### config.mk
export PLATFORM = sky130hd
export DESIGN_NAME = lives_hud_controller
export DESIGN_NICKNAME = d
export VERILOG_FILES = /design/src/rtl/lives_hud_pkg.sv /design/src/rtl/lives_hud_controller_hud_slot_decoder.sv /design/src/rtl/lives_hud_controller.sv
export SDC_FILE = /design/constraint.sdc
export NUM_CORES = 1
export LEC_CHECK = 0
export ABC_AREA = 1
export CORE_MARGIN = 1
export CORE_UTILIZATION = 50
export CTS_BUF_LIST = sky130_fd_sc_hd__clkbuf_4
export DETAILED_ROUTE_END_ITERATION = 8
export PLACE_DENSITY_LB_ADDON = 0.15
export RECOVER_POWER = 100
export SLEW_MARGIN = 10
export SYNTH_ARGS = -nofsm -noshare
export SYNTH_HDL_FRONTEND = slang
export SYNTH_SLANG_ARGS = --single-unit
### constraint.sdc
create_clock -name clk -period 3.4 [get_ports clk]
set_input_delay 0.51 -clock clk [delete_from_list [all_inputs] [get_ports clk]]
set_output_delay 0.51 -clock clk [all_outputs]
set_load 0.005 [all_outputs]
### src/rtl/lives_hud_pkg.sv
// rtl/lives_hud_pkg.sv - shared HUD state type and screen-position constants
// Used by the lives row and by the score display, which lines up with the same row.
package lives_hud_pkg;

    typedef enum logic [1:0] {
        ST_ACTIVE    = 2'd0,
        ST_BLINK     = 2'd1,
        ST_GAME_OVER = 2'd2
    } hud_state_t;

    // Default geometry of the heart row; the score display anchors to these.
    localparam int HUD_TOP_LEFT_X = 16;
    localparam int HUD_TOP_LEFT_Y = 8;
    localparam int HUD_HEART_SIZE = 32;
    localparam int HUD_HEART_GAP  = 8;
    localparam int SLOT_PITCH     = HUD_HEART_SIZE + HUD_HEART_GAP;

endpackage

### src/rtl/lives_hud_controller_hud_slot_decoder.sv
// rtl/lives_hud_controller_hud_slot_decoder.sv - combinational icon-row slot decoder
// Ports:
//   pixel_x/pixel_y (in, 11)  current scan position
//   slot_hit        (out, 1)  pixel lies inside one of COUNT icon rectangles
//   slot_index      (out, 4)  which slot was hit (0 when no hit)
//   off_x/off_y     (out, 11) pixel position relative to the hit slot (0 when no hit)
module hud_slot_decoder #(
    parameter int X0    = 16,
    parameter int Y0    = 8,
    parameter int PITCH = 40,
    parameter int SIZE  = 32,
    parameter int COUNT = 5
) (
    input  logic [10:0] pixel_x,
    input  logic [10:0] pixel_y,
    output logic        slot_hit,
    output logic [3:0]  slot_index,
    output logic [10:0] off_x,
    output logic [10:0] off_y
);

    logic y_in;

    // Zero-extend to 12 bits so edges near the top of the 11-bit range cannot wrap.
    assign y_in = ({1'b0, pixel_y} >= 12'(Y0)) && ({1'b0, pixel_y} < 12'(Y0 + SIZE));

    // One independent compare pair per slot against constant edges; slots never
    // overlap, so at most one iteration matches.
    always_comb begin
        slot_hit   = 1'b0;
        slot_index = 4'd0;
        off_x      = 11'd0;
        off_y      = 11'd0;
        for (int k = 0; k < COUNT; k++) begin
            if (y_in &&
                ({1'b0, pixel_x} >= 12'(X0 + k * PITCH)) &&
                ({1'b0, pixel_x} <  12'(X0 + k * PITCH + SIZE))) begin
                slot_hit   = 1'b1;
                slot_index = 4'(k);
                off_x      = pixel_x - 11'(X0 + k * PITCH);
                off_y      = pixel_y - 11'(Y0);
            end
        end
    end

endmodule

### src/rtl/lives_hud_controller.sv
// rtl/lives_hud_controller.sv - life counter, blink sequencer and heart-row pixel mapper
// Ports:
//   clk, reset (sync, active-high)
//   pixelX/pixelY (in, 11)         scan position; outputs below follow one cycle later
//   startOfFrame, lifeLost, lifeGained, gameRestart (in, 1)  single-cycle events
//   offsetX/offsetY (out, 11)      heart-local pixel offset, 0 when not drawing
//   insideRectangle (out, 1)       pixel lies inside a visible heart
//   livesCount (out, 4), gameOver (out, 1)
module lives_hud_controller
    import lives_hud_pkg::*;
#(
    parameter int MAX_LIVES     = 5,
    parameter int INIT_LIVES    = 3,
    parameter int TOP_LEFT_X    = HUD_TOP_LEFT_X,
    parameter int TOP_LEFT_Y    = HUD_TOP_LEFT_Y,
    parameter int HEART_SIZE    = HUD_HEART_SIZE,
    parameter int HEART_GAP     = HUD_HEART_GAP,
    parameter int BLINK_FRAMES  = 8,
    parameter int BLINK_TOGGLES = 6
) (
    input  logic        clk,
    input  logic        reset,
    input  logic [10:0] pixelX,
    input  logic [10:0] pixelY,
    input  logic        startOfFrame,
    input  logic        lifeLost,
    input  logic        lifeGained,
    input  logic        gameRestart,
    output logic [10:0] offsetX,
    output logic [10:0] offsetY,
    output logic        insideRectangle,
    output logic [3:0]  livesCount,
    output logic        gameOver
);

    localparam int PITCH = HEART_SIZE + HEART_GAP;
    localparam int FCW   = $clog2(BLINK_FRAMES) + 1;
    localparam int TCW   = $clog2(BLINK_TOGGLES) + 1;
    localparam logic [FCW-1:0] FRAME_LAST  = FCW'(BLINK_FRAMES - 1);
    localparam logic [TCW-1:0] TOGGLE_LAST = TCW'(BLINK_TOGGLES - 1);
    localparam logic [3:0]     LIVES_MAX   = 4'(MAX_LIVES);
    localparam logic [3:0]     LIVES_INIT  = 4'(INIT_LIVES);

    hud_state_t     state_q, state_d;
    logic [3:0]     lives_q, lives_d;
    logic           phase_q, phase_d;
    logic [FCW-1:0] frame_q, frame_d;
    logic [TCW-1:0] toggle_q, toggle_d;

    logic [10:0]    offset_x_q, offset_y_q;
    logic           inside_q;

    logic           slot_hit;
    logic [3:0]     slot_index;
    logic [10:0]    slot_off_x, slot_off_y;
    logic           slot_visible;

    hud_slot_decoder #(
        .X0    (TOP_LEFT_X),
        .Y0    (TOP_LEFT_Y),
        .PITCH (PITCH),
        .SIZE  (HEART_SIZE),
        .COUNT (MAX_LIVES)
    ) u_slot_decoder (
        .pixel_x    (pixelX),
        .pixel_y    (pixelY),
        .slot_hit   (slot_hit),
        .slot_index (slot_index),
        .off_x      (slot_off_x),
        .off_y      (slot_off_y)
    );

    // The slot just past the last life is the one that blinks, so it tracks any
    // life gained while blinking.
    assign slot_visible = slot_hit && (state_q != ST_GAME_OVER) &&
                          ((slot_index < lives_q) ||
                           ((slot_index == lives_q) && (state_q == ST_BLINK) && phase_q));

    always_comb begin
        state_d  = state_q;
        lives_d  = lives_q;
        phase_d  = phase_q;
        frame_d  = frame_q;
        toggle_d = toggle_q;
        if (gameRestart) begin
            state_d  = ST_ACTIVE;
            lives_d  = LIVES_INIT;
            phase_d  = 1'b0;
            frame_d  = '0;
            toggle_d = '0;
        end else begin
            case (state_q)
                ST_ACTIVE: begin
                    if (lifeLost && !lifeGained) begin
                        if (lives_q != 4'd0) begin
                            lives_d = lives_q - 4'd1;
                        end
                        frame_d  = '0;
                        toggle_d = '0;
                        phase_d  = 1'b1;
                        state_d  = ST_BLINK;
                    end else if (lifeGained && !lifeLost && (lives_q < LIVES_MAX)) begin
                        lives_d = lives_q + 4'd1;
                    end
                end
                ST_BLINK: begin
                    // lifeLost is deliberately ignored here: invulnerable while blinking.
                    if (lifeGained && (lives_q < LIVES_MAX)) begin
                        lives_d = lives_q + 4'd1;
                    end
                    if (startOfFrame) begin
                        if (frame_q == FRAME_LAST) begin
                            frame_d  = '0;
                            phase_d  = ~phase_q;
                            toggle_d = toggle_q + TCW'(1);
                            if (toggle_q == TOGGLE_LAST) begin
                                toggle_d = '0;
                                phase_d  = 1'b0;
                                state_d  = (lives_d == 4'd0) ? ST_GAME_OVER : ST_ACTIVE;
                            end
                        end else begin
                            frame_d = frame_q + FCW'(1);
                        end
                    end
                end
                ST_GAME_OVER: begin
                end
                default: begin
                    state_d = ST_ACTIVE;
                end
            endcase
        end
    end

    always_ff @(posedge clk) begin
        if (reset) begin
            state_q    <= ST_ACTIVE;
            lives_q    <= LIVES_INIT;
            phase_q    <= 1'b0;
            frame_q    <= '0;
            toggle_q   <= '0;
            offset_x_q <= 11'd0;
            offset_y_q <= 11'd0;
            inside_q   <= 1'b0;
        end else begin
            state_q    <= state_d;
            lives_q    <= lives_d;
            phase_q    <= phase_d;
            frame_q    <= frame_d;
            toggle_q   <= toggle_d;
            inside_q   <= slot_visible;
            offset_x_q <= slot_visible ? slot_off_x : 11'd0;
            offset_y_q <= slot_visible ? slot_off_y : 11'd0;
        end
    end

    assign offsetX         = offset_x_q;
    assign offsetY         = offset_y_q;
    assign insideRectangle = inside_q;
    assign livesCount      = lives_q;
    assign gameOver        = (state_q == ST_GAME_OVER);

endmodule

==> flow_summary.ini <==
[run_status]
outcome = completed

[drt]
ant_nets = 0
drt_pre_antenna_iters = 6
wl_met3_um = 247
drt_iter0_markers = 83
post_drt_wl_per_cell_um = 12.8
wirelength_um = 6540
vias_per_cell = 5.04
top_layer_used = met4
num_vias = 2582
routed-wl-met2_um = 3310
wl_met1_um = 2930
drc = 0

[yosys]
ys_seq_elements = 38
syn_avg_cell_area_um2 = 7.39
synthDistinctLibCells = 40
synth_fa_ha_area_share_pct = 10.7
synthXorXnorAreaFrac_pct = 3.92
yosysTopAreaCell = dfxtp_1
syn-cell-area_um2 = 2680
synthMuxAreaShare_pct = 0
synth-compound-area-share_pct = 17.5
syn_nets = 414
synth_top_family_by_area = simple AND/OR/NAND/NOR gates
synth.yosys.seq_area_share_pct = 28.4
ys_warn_count = 0
synthSimpleGateAreaFrac_pct = 31.3
synth_top_area_share_pct = 28.4
netlist_top_cells_area = dfxtp_1 28%, ha_1 11%, nand2_1 7.0%
syn_inst = 363

[worst_setup_path]
crit_required_ns = 3.68
rr_worst_depth = 9
crit_arrival_ns = 3.42
critPathLaunchType = input port
endpoint_kind = flip-flop
critical_path_class = in -> reg
timing.rr.start = state_q[0]$_SDFFE_PP0P_
path_max_fanout = 4
crit_top_cell = inv_1
cp_cell_sequence = clkdlybuf4s50_1 > inv_1 > ha_1 > inv_1 > nand2_2 > nand2_4 > nor2_8 > nand2_4 > nor2_2 > nand3_4 > o21ai_0 > inv_1 > ha_1 > nand2_1 > nor2_1 > a21oi_1 > a211oi_4 > clkbuf_4 > nand3_1 > nor2_1
cp_slowest_cell = clkdlybuf4s50_1
reg2reg_to = toggle_q[3]$_SDFFE_PP0P_
timing.reg2reg.setup_slack_ns = 1.25
cp_slowest_stage_delay_ns = 0.45

[sta]
hold_viol = 0
relSlewSlack_pct = 52.2
whs_ns = 0.523
slew_violations = 0
tightest_slew_ns = 0.715
post-route-period-util_pct = 92.4
period_needed_ns = 3.14
setup_viol = 0
rsz0062_at_grt = no
fmax_mhz = 318
skew_ns = 0.0105

[global_route]
grt_pass1_vias = 2359
grtUsageTotal_pct = 24.4
antenna_found_initial = 0
overflow = 0
grt_max_degree = 19
grt_first_pass_wirelength_um = 10400

[place]
place.gp.congestion = 1.01
numPortBuffers = 55
placed_cell_area_um2 = 3430
placed_cells = 503
hpwl_um = 5350

[worst_hold_path]
holdPathStages = 2
holdPathEnd = phase_q$_SDFFE_PP0P_
hp-start = phase_q$_SDFFE_PP0P_
hp-class = reg -> reg

[flow_run]
maxCapViolCount = 0

[clock_tree]
clock_latency_ns = 0.34
cts_root_buf = clkbuf_4
htree_levels = 2
cts_made_buffers = 5
cts_num_sinks = 38
cts_tree = yes
cts_buffer_depth = 2
cts.clk_slew.worst_paths_ns = 0.11
ctsHoldBuffers = 0

[pwr]
ir_drop_v = 0.000159
totalPowerFinal_mw = 0.890
power_density_nw_per_um2 = 257
p_leak_nw = 1.60

[floorplanning]
die_y_um = 75.2
die_w_um = 75.2
io_pins = 56
dieArea_um2 = 5660
coreArea_um2 = 5140
rows = 26
initial_core_util_pct = 52.2

[cells_and_area]
area_growth_pct = 29.3
fin_cells = 512
num-nets-final = 492
utilization_pct = 67.5
stdcell_area_um2 = 3470
drive_above_1_share_pct = 14.3
n_antenna_cell = 0
final_common_cell = nor2_1
final_cell_mix = 53 x nor2_1, 51 x nand2_1, 42 x inv_1
[what timing repair did]
action / CTS / global route
buffers inserted: 0 / 1
gates resized for setup: 0 / 1
endpoints found under the setup margin: 0 / 8
[area by class of cell]
type                            count  area [µm²]
Clock buffer                        5        37.5
Fill cell                         492        1670
Timing Repair Buffer               75         701
Multi-Input combinational cell    272        1680
Inverter                           49         184
Clock inverter                      3        16.3
Tap cell                           70        87.6
Sequential cell                    38         761
[layer usage]
metal,vias to the layer above,track usage (%)
li1,1356,-
met1,1162,29.9
met2,60,44.5
met3,4,4.02
met4,0,5.97
met5,-,0
[metrics by stage]
stage	setup TNS (ns)	worst slack (ns)
after floorplan	0	0.541
after global placement	0	0.00185
after detailed placement	-1.37	-0.112
after CTS	0	0.245
after global routing	0	0.0463
final	0	0.257
[sequential cells by signal, indices dropped and copies added (netlist names)]
| register | flops |
|---|---|
| offsetX | 11 |
| offsetY | 11 |
| frame_q | 4 |
| livesCount | 4 |
| toggle_q | 4 |
| state_q | 2 |
| insideRectangle | 1 |
| phase_q | 1 |
[cells in the mapped netlist (all sizes together)]
master and n:
a211oi 1, a21boi 2, a21oi 31, a31oi 2, a41oi 1, and3 1
buf 4, dfxtp 38, ha 23, inv 49, nand2 59, nand3 17
nand3b 1, nand4 7, nor2 64, nor3 1, nor4 2, o2111a 1
o2111ai 1, o211ai 7, o21ai 30, o221ai 1, o31ai 3, or2 5
xnor2 1, xor2 11
[critical path: cells and delay by family]
family          cells  cell delay [ns]
simple gates       10             0.96
buf+inv             5             0.87
compound gates      3             0.61
fa+ha+maj           2             0.45
[report_power, final]
group	total (mW)	internal [mW]	switching, mW
sequential	0.462	0.452	0.00990
combinational	0.201	0.0895	0.112
clock	0.227	0.0770	0.150
[cells by family (layout without fill, tap and decap cells)]
| group | count (synthesis) | in the layout |
|---|---|---|
| buf+inv | 53 | 132 |
| compound gates | 80 | 80 |
| fa+ha+maj | 23 | 23 |
| flops | 38 | 38 |
| xor+xnor | 12 | 12 |
| simple gates | 157 | 157 |
[worst max path at each step]
stage / slack, ns / end / depth (start not counted) / start
floorplan: 0.54 / offsetY[10]$_SDFF_PP0_ / 16 / pixelX[6]
global placement: 0.002 / offsetY[7]$_SDFF_PP0_ / 16 / pixelX[5]
detailed placement: -0.11 / offsetY[6]$_SDFF_PP0_ / 16 / pixelX[6]
CTS: 0.25 / offsetY[6]$_SDFF_PP0_ / 16 / pixelX[6]
global route: 0.05 / offsetX[5]$_SDFF_PP0_ / 17 / pixelX[6]
finish: 0.26 / offsetX[5]$_SDFF_PP0_ / 20 / pixelY[3]
(Power assumes the default switching activity.)
